$ cat src/rtl/segment_registrador_pkg.sv
// Shared types and elaboration helpers for the segmented register.
package segment_registrador_pkg;

  typedef enum logic {
    ST_IDLE = 1'b0,
    ST_FILL = 1'b1
  } state_t;

  // Segment index width; a single bit is kept even when SEGS would need fewer.
  function automatic int calc_iw(input int segs);
    int v;
    v = $clog2(segs);
    return (v < 1) ? 1 : v;
  endfunction

  // Segment width; 0 flags an illegal N/SEGS pair so the top can refuse to elaborate.
  function automatic int calc_w(input int n, input int segs);
    if (segs < 1) return 0;
    if ((n % segs) != 0) return 0;
    return n / segs;
  endfunction

  function automatic logic cfg_ok(input int n, input int segs);
    return (segs >= 2) && (calc_w(n, segs) > 0);
  endfunction

endpackage

$ cat src/rtl/segment_registrador_contador_seg.sv
// Modulo-SEGS up-counter with synchronous zero, count enable and terminal-count flag.
// Wraps to 0 when enabled at SEGS-1; zero has priority over enable.
module contador_seg #(
  parameter int SEGS = 4,
  parameter int IW   = 2
) (
  input  logic          clock,
  input  logic          clear,
  input  logic          zero,
  input  logic          en,
  output logic [IW-1:0] cnt,
  output logic          tc
);

  localparam logic [IW-1:0] LAST = IW'(SEGS - 1);

  logic [IW-1:0] r_cnt;
  logic [IW-1:0] w_cnt_next;
  logic          w_tc;

  assign w_tc = (r_cnt == LAST);

  always_comb begin
    w_cnt_next = r_cnt;
    if (zero) begin
      w_cnt_next = '0;
    end else if (en) begin
      w_cnt_next = w_tc ? '0 : (r_cnt + IW'(1));
    end
  end

  always_ff @(posedge clock or posedge clear) begin
    if (clear) begin
      r_cnt <= '0;
    end else begin
      r_cnt <= w_cnt_next;
    end
  end

  assign cnt = r_cnt;
  assign tc  = w_tc;

endmodule

$ cat src/rtl/segment_registrador_n.sv
// N-bit register in SEGS segments: parallel load, addressed segment write and FSM-driven
// sequential fill. Optional registered even parity of Q when PARITY_EN is defined.
module segment_registrador_n
  import segment_registrador_pkg::*;
#(
  parameter  int N    = 16,
  parameter  int SEGS = 4,
  localparam int IW   = calc_iw(SEGS),
  localparam int W    = calc_w(N, SEGS)
) (
  input  logic          clock,
  input  logic          clear,
  input  logic          load,
  input  logic [N-1:0]  D,
  input  logic          load_seg,
  input  logic [IW-1:0] sel_seg,
  input  logic [W-1:0]  D_seg,
  input  logic          start,
  input  logic          valid,
  output logic [N-1:0]  Q,
  output logic          busy,
  output logic          done,
  output logic [IW-1:0] seg_idx,
  output logic          parity
);

  if (!cfg_ok(N, SEGS)) begin : g_bad_cfg
    $error("segment_registrador_n: N must be a multiple of SEGS and SEGS >= 2");
  end

  state_t        r_state;
  state_t        w_state_next;
  logic [N-1:0]  r_q;
  logic [N-1:0]  w_q_next;
  logic          r_done;
  logic          w_last;
  logic          w_zero;
  logic          w_beat;
  logic          w_tc;
  logic [IW-1:0] w_idx;
  logic          w_seg_we;
  logic [IW-1:0] w_seg_sel;
  logic          w_sel_ok;

  contador_seg #(
    .SEGS(SEGS),
    .IW  (IW)
  ) u_contador (
    .clock(clock),
    .clear(clear),
    .zero (w_zero),
    .en   (w_beat),
    .cnt  (w_idx),
    .tc   (w_tc)
  );

  assign w_sel_ok = (int'(sel_seg) < SEGS);

  // Priority: load > start > fill beat (FILL) > addressed write (IDLE).
  always_comb begin
    w_state_next = r_state;
    w_zero       = 1'b0;
    w_beat       = 1'b0;
    w_last       = 1'b0;
    w_seg_we     = 1'b0;
    w_seg_sel    = w_idx;
    w_q_next     = r_q;
    if (load) begin
      w_q_next     = D;
      w_state_next = ST_IDLE;
      w_zero       = 1'b1;
    end else if (start) begin
      w_state_next = ST_FILL;
      w_zero       = 1'b1;
    end else if (r_state == ST_FILL) begin
      if (valid) begin
        w_beat    = 1'b1;
        w_seg_we  = 1'b1;
        w_seg_sel = w_idx;
        if (w_tc) begin
          w_state_next = ST_IDLE;
          w_last       = 1'b1;
        end
      end
    end else if (load_seg && w_sel_ok) begin
      w_seg_we  = 1'b1;
      w_seg_sel = sel_seg;
    end
    for (int k = 0; k < SEGS; k++) begin
      if (w_seg_we && (int'(w_seg_sel) == k)) begin
        w_q_next[k*W +: W] = D_seg;
      end
    end
  end

  always_ff @(posedge clock or posedge clear) begin
    if (clear) begin
      r_state <= ST_IDLE;
      r_q     <= '0;
      r_done  <= 1'b0;
    end else begin
      r_state <= w_state_next;
      r_q     <= w_q_next;
      r_done  <= w_last;
    end
  end

`ifdef PARITY_EN
  logic r_parity;

  // Parity is taken from the next Q so it lands on the same edge as the data.
  always_ff @(posedge clock or posedge clear) begin
    if (clear) begin
      r_parity <= 1'b0;
    end else begin
      r_parity <= ^w_q_next;
    end
  end

  assign parity = r_parity;
`else
  assign parity = 1'b0;
`endif

  assign Q       = r_q;
  assign busy    = (r_state == ST_FILL);
  assign done    = r_done;
  assign seg_idx = w_idx;

endmodule

$ cat config.mk
export PLATFORM = sky130hd
export DESIGN_NAME = segment_registrador_n
export DESIGN_NICKNAME = d
export VERILOG_FILES = /design/src/rtl/segment_registrador_pkg.sv /design/src/rtl/segment_registrador_contador_seg.sv /design/src/rtl/segment_registrador_n.sv
export SDC_FILE = /design/constraint.sdc
export NUM_CORES = 1
export LEC_CHECK = 0
export ABC_AREA = 1
export BUFFER_PORTS_ARGS = -buffer_cell sky130_fd_sc_hd__clkbuf_2
export CAP_MARGIN = 20
export CORE_ASPECT_RATIO = 1.75
export CORE_UTILIZATION = 44
export DETAILED_ROUTE_END_ITERATION = 12
export MAX_ROUTING_LAYER = met4
export PLACE_DENSITY = 0.87
export SYNTH_ARGS = -nofsm -noshare
export SYNTH_HDL_FRONTEND = slang
export SYNTH_SLANG_ARGS = --single-unit
export TNS_END_PERCENT = 10
$ cat constraint.sdc
create_clock -name clock -period 1.3 [get_ports clock]
set_input_delay 0.13 -clock clock [delete_from_list [all_inputs] [get_ports clock]]
set_output_delay 0.13 -clock clock [all_outputs]
set_load 0.03 [all_outputs]
### Word level (Yosys, flattened, before mapping)

Cells that the tools add are included.

| cells by class | value |
|---|---|
| $add $sub $neg | 1 |
| equality and inequality tests | 4 |
| multiplexer cells | 32 |
| reductions and logical operators | 10 |

Operator list:

| cell | count |
|---|---|
| $mux W1 | 20 |
| $mux W16 | 1 |
| $mux W4 | 4 |
| $mux W2 | 7 |
| $reduce_bool A2 Y1 | 5 |
| $eq A2 B2 Y1 const B | 3 |
| $logic_and A1 B1 Y1 | 4 |
| $add A2 B1 Y2 const B | 1 |
| $eq A2 B1 Y1 const B | 1 |
| $logic_not A2 Y1 | 1 |

| storage, ports and cells | value |
|---|---|
| register bits | 20 |
| input port bits | 28 |
| output and inout bits | 21 |
| word-level logic and storage cells | 54 |

### Longest topological paths before layout

| logic depth | value |
|---|---|
| depth after elaboration | 7 |
| gate-level depth with buffers | 9 |
| depth with buffers taken out | 9 |

### Modules after synthesis

A second synthesis with hierarchy kept.

| unflattened totals | value |
|---|---|
| cells, all modules | 172 |
| area, all modules | 1333.8 um2 |

Modules (own cells, without submodules):

| module | instances | cells an instance | area each (um2) | sequential area each (um2) |
|---|---|---|---|---|
| segment_registrador_n | 1 | 159 | 1229.9 | 450.4 |
| contador_seg | 1 | 13 | 103.8 | 50.0 |

### Least setup slack after synthesis

Ideal clock, no wire load.

| path | value |
|---|---|
| kind | register to register |
| start | register r_state, in the netlist busy |
| end | register r_q[15], in the netlist Q[15] |
| library setup time | 117 ps |
| arrival time | 1417 ps |
| required time | 1183 ps |
| setup slack | -235 ps |
| stages on the path, launching flop included | 9 |
| path buffers | 2 |
| clock period less this slack | 1535 ps |
| cell sequence | dfrtp_1 > nor2_2 > nand2_4 > nand2_4 > buf_12 > buf_12 > nand4_1 > nand2_1 > nand2_1 |

| on the way | value |
|---|---|
| word-level cells in the longest chain between the ends | 6 |
| elaborated cells on any way between the ends | 10 |
| classes of those cells | eq/ne (1); mux (7); reduce/logical (2) |

Ends and longest elaborated chain:

| element | line | source |
|---|---|---|
| start, declared | segment_registrador_n.sv:31 | `state_t r_state;` |
| start signal, assigned | segment_registrador_n.sv:102 | `r_state <= w_state_next;` |
| $mux W2 | segment_registrador_n.sv:75 | `end else if (r_state == ST_FILL) begin` |
| $mux W2 | segment_registrador_n.sv:72 | `end else if (start) begin` |
| $mux W2 | segment_registrador_n.sv:68 | `if (load) begin` |
| $eq A2 B1 Y1 | segment_registrador_n.sv:90 | `if (w_seg_we && (int'(w_seg_sel) == k)) begin` |
| $logic_and A1 B1 Y1 * | segment_registrador_n.sv:90 |  |
| $mux W4 / $reduce_bool A2 Y1 (equally long branches) | n/a |  |
| end signal, assigned | segment_registrador_n.sv:103 | `r_q <= w_q_next;` |
| end, declared | segment_registrador_n.sv:33 | `logic [N-1:0] r_q;` |

Mark *: on every way between the ends. The rest lies on a longest branch, timed or not.
A chain may end at the register's enable or synchronous reset.

### Worst setup path after layout

| path | value |
|---|---|
| start | register r_state, in the netlist busy |
| end | register r_q[8], in the netlist Q[8] |

| on the way | value |
|---|---|
| word-level cells in the longest chain between the ends | 6 |
| elaborated cells on any way between the ends | 10 |
| classes of those cells | eq/ne (1); mux (7); reduce/logical (2) |

Ends and longest elaborated chain:

| element | line |
|---|---|
| $mux W2 | segment_registrador_n.sv:75 |
| $mux W2 | segment_registrador_n.sv:72 |
| $mux W2 | segment_registrador_n.sv:68 |
| $eq A2 B2 Y1 | segment_registrador_n.sv:90 |
| $logic_and A1 B1 Y1 * | segment_registrador_n.sv:90 |
| $mux W4 / $reduce_bool A2 Y1 (equally long branches) | n/a |

Marked as above.

==> results_dict.tcl <==
set metrics [dict create \
    status "complete, but fails checks" \
    violations "setup timing" \
    fin_worst_skew_ps 4.94 \
    syn_nets 194 \
    synth_cell_type_count 20 \
    gp_congestion 0.838 \
    synthMuxAreaShare_pct 0 \
    fin_ws_ps -31.2 \
    critPathCaptureType "flip-flop" \
    cts_tree "done" \
    grt_first_pass_wirelength_um 4720 \
    clk_latency_ps 260 \
    via_per_inst 5.15 \
    cts_setup_buffers 0 \
    areaGrowthSynthToFinish_pct 24.3 \
    hold_viol_final 0 \
    finalSetupViolCount 11 \
    leakage_uw 0.000922 \
    ys.warnings.count 0 \
    drive_above_1_share_pct 33.3 \
    slew_violations 0 \
    ff_latch_area_um2 502 \
    antenna_cells 0 \
    synth-seq-cells 20 \
    grt_max_degree 21 \
    core_um2 2750 \
    gr-total-overflow 0 \
    synth_xor_xnor_area_share_pct 0 \
    yosys.area_share.simple_pct 50.8 \
    dp_hpwl_um 2350 \
    rows 25 \
    whs_ps 158 \
    multi_input_area_um2 707 \
    synth_top_area_cell "dfrtp_1" \
    rsz0062_at_grt "true" \
    fill_cells 262 \
    wire_per_inst_um 12.3 \
    htree_num_levels 1 \
    via_count 1251 \
    path_class "flip-flop to flip-flop" \
    pre_cts_slack_ps -14.3 \
    avgSynthCellArea_um2 7.91 \
    fmax_mhz 751 \
    synth-adder-area-share_pct 0.959 \
    fin_crit_sh_pct 102 \
    worstHoldPathType "input pin to flip-flop" \
    cts_inserted_buffers 3 \
    port_buffers 47 \
    drt_wl_total_um 2980 \
    synth-compound-area-share_pct 1.34 \
    postLayoutCoreUtil_pct 58.9 \
    power.density_nw_per_um2 1280 \
    fin_nets 246 \
    dp_cells 238 \
    first_pass_iters 4 \
    dieHeight_um 74.0 \
    design_area_um2 1620 \
    dr.first_iter.drc_count 26 \
    ant_nets 0 \
    clkTransAtPathRegs_ps 80 \
    ys_seq_area_share_pct 38.4 \
    crit_arrival_ps 1480 \
    grt_pass1_vias 1088 \
    layout.cells.non_filler 243 \
    antenna_found_initial 0 \
    dieArea_um2 3200 \
    netlist_instances 165 \
    cts_buffer_depth 2 \
    synthTopCellsByArea "dfrtp_1 (38%), nand2_1 (20%), nand3_1 (7.7%)" \
    grt_usage_pct 20.3 \
    synth_top_family_by_area "simple AND/OR/NAND/NOR gates" \
    dpl_cell_area_um2 1550 \
    crit_path_max_fanout 10 \
    ios 49 \
    drv_cap 0 \
    clock-root-buffer "clkbuf_8" \
    die_w_um 43.2 \
    initial_core_util_pct 47.4 \
    vdd_drop_max_v 0.000662 \
    startpoint_type "flip-flop" \
    post-route-min-period_ps 1330 \
    synth_top_area_share_pct 38.4 \
    final_common_cell "nand2_1" \
    worstPathRequired_ps 1450 \
    final_cell_mix "nand2_1 (69), clkbuf_2 (47), nand3_1 (20)" \
    clock-sinks 20 \
    syn-cell-area_um2 1310 \
    drcViolationCount 0 \
]
-- power by group --
part,internal (µW),leakage (µW),switching (µW)
sequential,715,0.000246,64.3
clock,270,0.0000288,205
combinational,241,0.000648,582
-- synth_stat cells, drive strengths merged --
master   n
nor2     4
nand4   16
o21ai    1
conb     1
clkbuf   2
inv     11
nand3   25
buf      4
ha       1
nand3b   1
a21oi    1
a22oi    1
nand2   77
dfrtp   20
-- final cells by class --
cell class	instances	share of cell area, %
sequential	20	30.9
inverter	11	2.55
timing repair buffer	53	17.4
clock buffer	4	3.40
tap	27	2.08
multi-input combinational	128	43.6
-- repair_timing --
| action | CTS | global route |
|---|---|---|
| hold buffers | 1 | 0 |
| endpoints found under the hold margin | 20 | 0 |
| gates resized for setup | 1 | 1 |
| pin swaps | 0 | 0 |
| setup endpoints to repair | 14 | 16 |
-- layer usage --
| layer | track usage, % | vias to the layer above | wire length, µm |
|---|---|---|---|
| met3 | 1.46 | 5 | 78 |
| met4 | 9.09 | 0 | 59 |
| met5 | - | - | 0 |
| met1 | 20.2 | 574 | 1130 |
| met2 | 38.8 | 28 | 1720 |
| li1 | - | 644 | - |
-- worst max-delay path, cell delays in order, from the launching register on --
cell	delay (ps)
dfrtp_2	430
nor2_4	150
nand2_4	100
nand2_1	120
nand2_4	110
nand3_4	120
nand2_1	80
nand2_1	60
nand2_1	50
-- cell families (layout without fill, tap and decap cells) --
logic type,after synthesis,in the layout
AND/OR/NAND/NOR,123,123
flip-flops,20,20
buffers and inverters,17,68
AO/OA/AOI/OAI,3,3
adder cells (fa/ha/maj),1,1
other,1,1
-- path summary, 6_finish.rpt --
check	slack [ps]	end	from	cells past startpoint
worst max-delay path	-30	Q[8]	busy	8
worst min-delay path	160	Q[5]	D[5]	5
worst max register to register	-30	Q[8]	busy	8
worst min register to register	510	Q[4]	Q[4]	2
max in group asynchronous	660	busy	clear	4
min in group asynchronous	410	Q[1]	clear	4
-- flip-flops by register name (all words and copies together) (netlist names) --
signal          count
Q                  16
busy                1
done                1
u_contador.cnt      2
-- stage by stage --
step                TNS, ps  total power [µW]
detailed placement    -48.3              1610
finish                 -141              2080
floorplan              -703              1400
global placement          0              1590
CTS                    -157              2080
global route          -1670              2200
No activity file was read; power rests on OpenSTA's default activity.
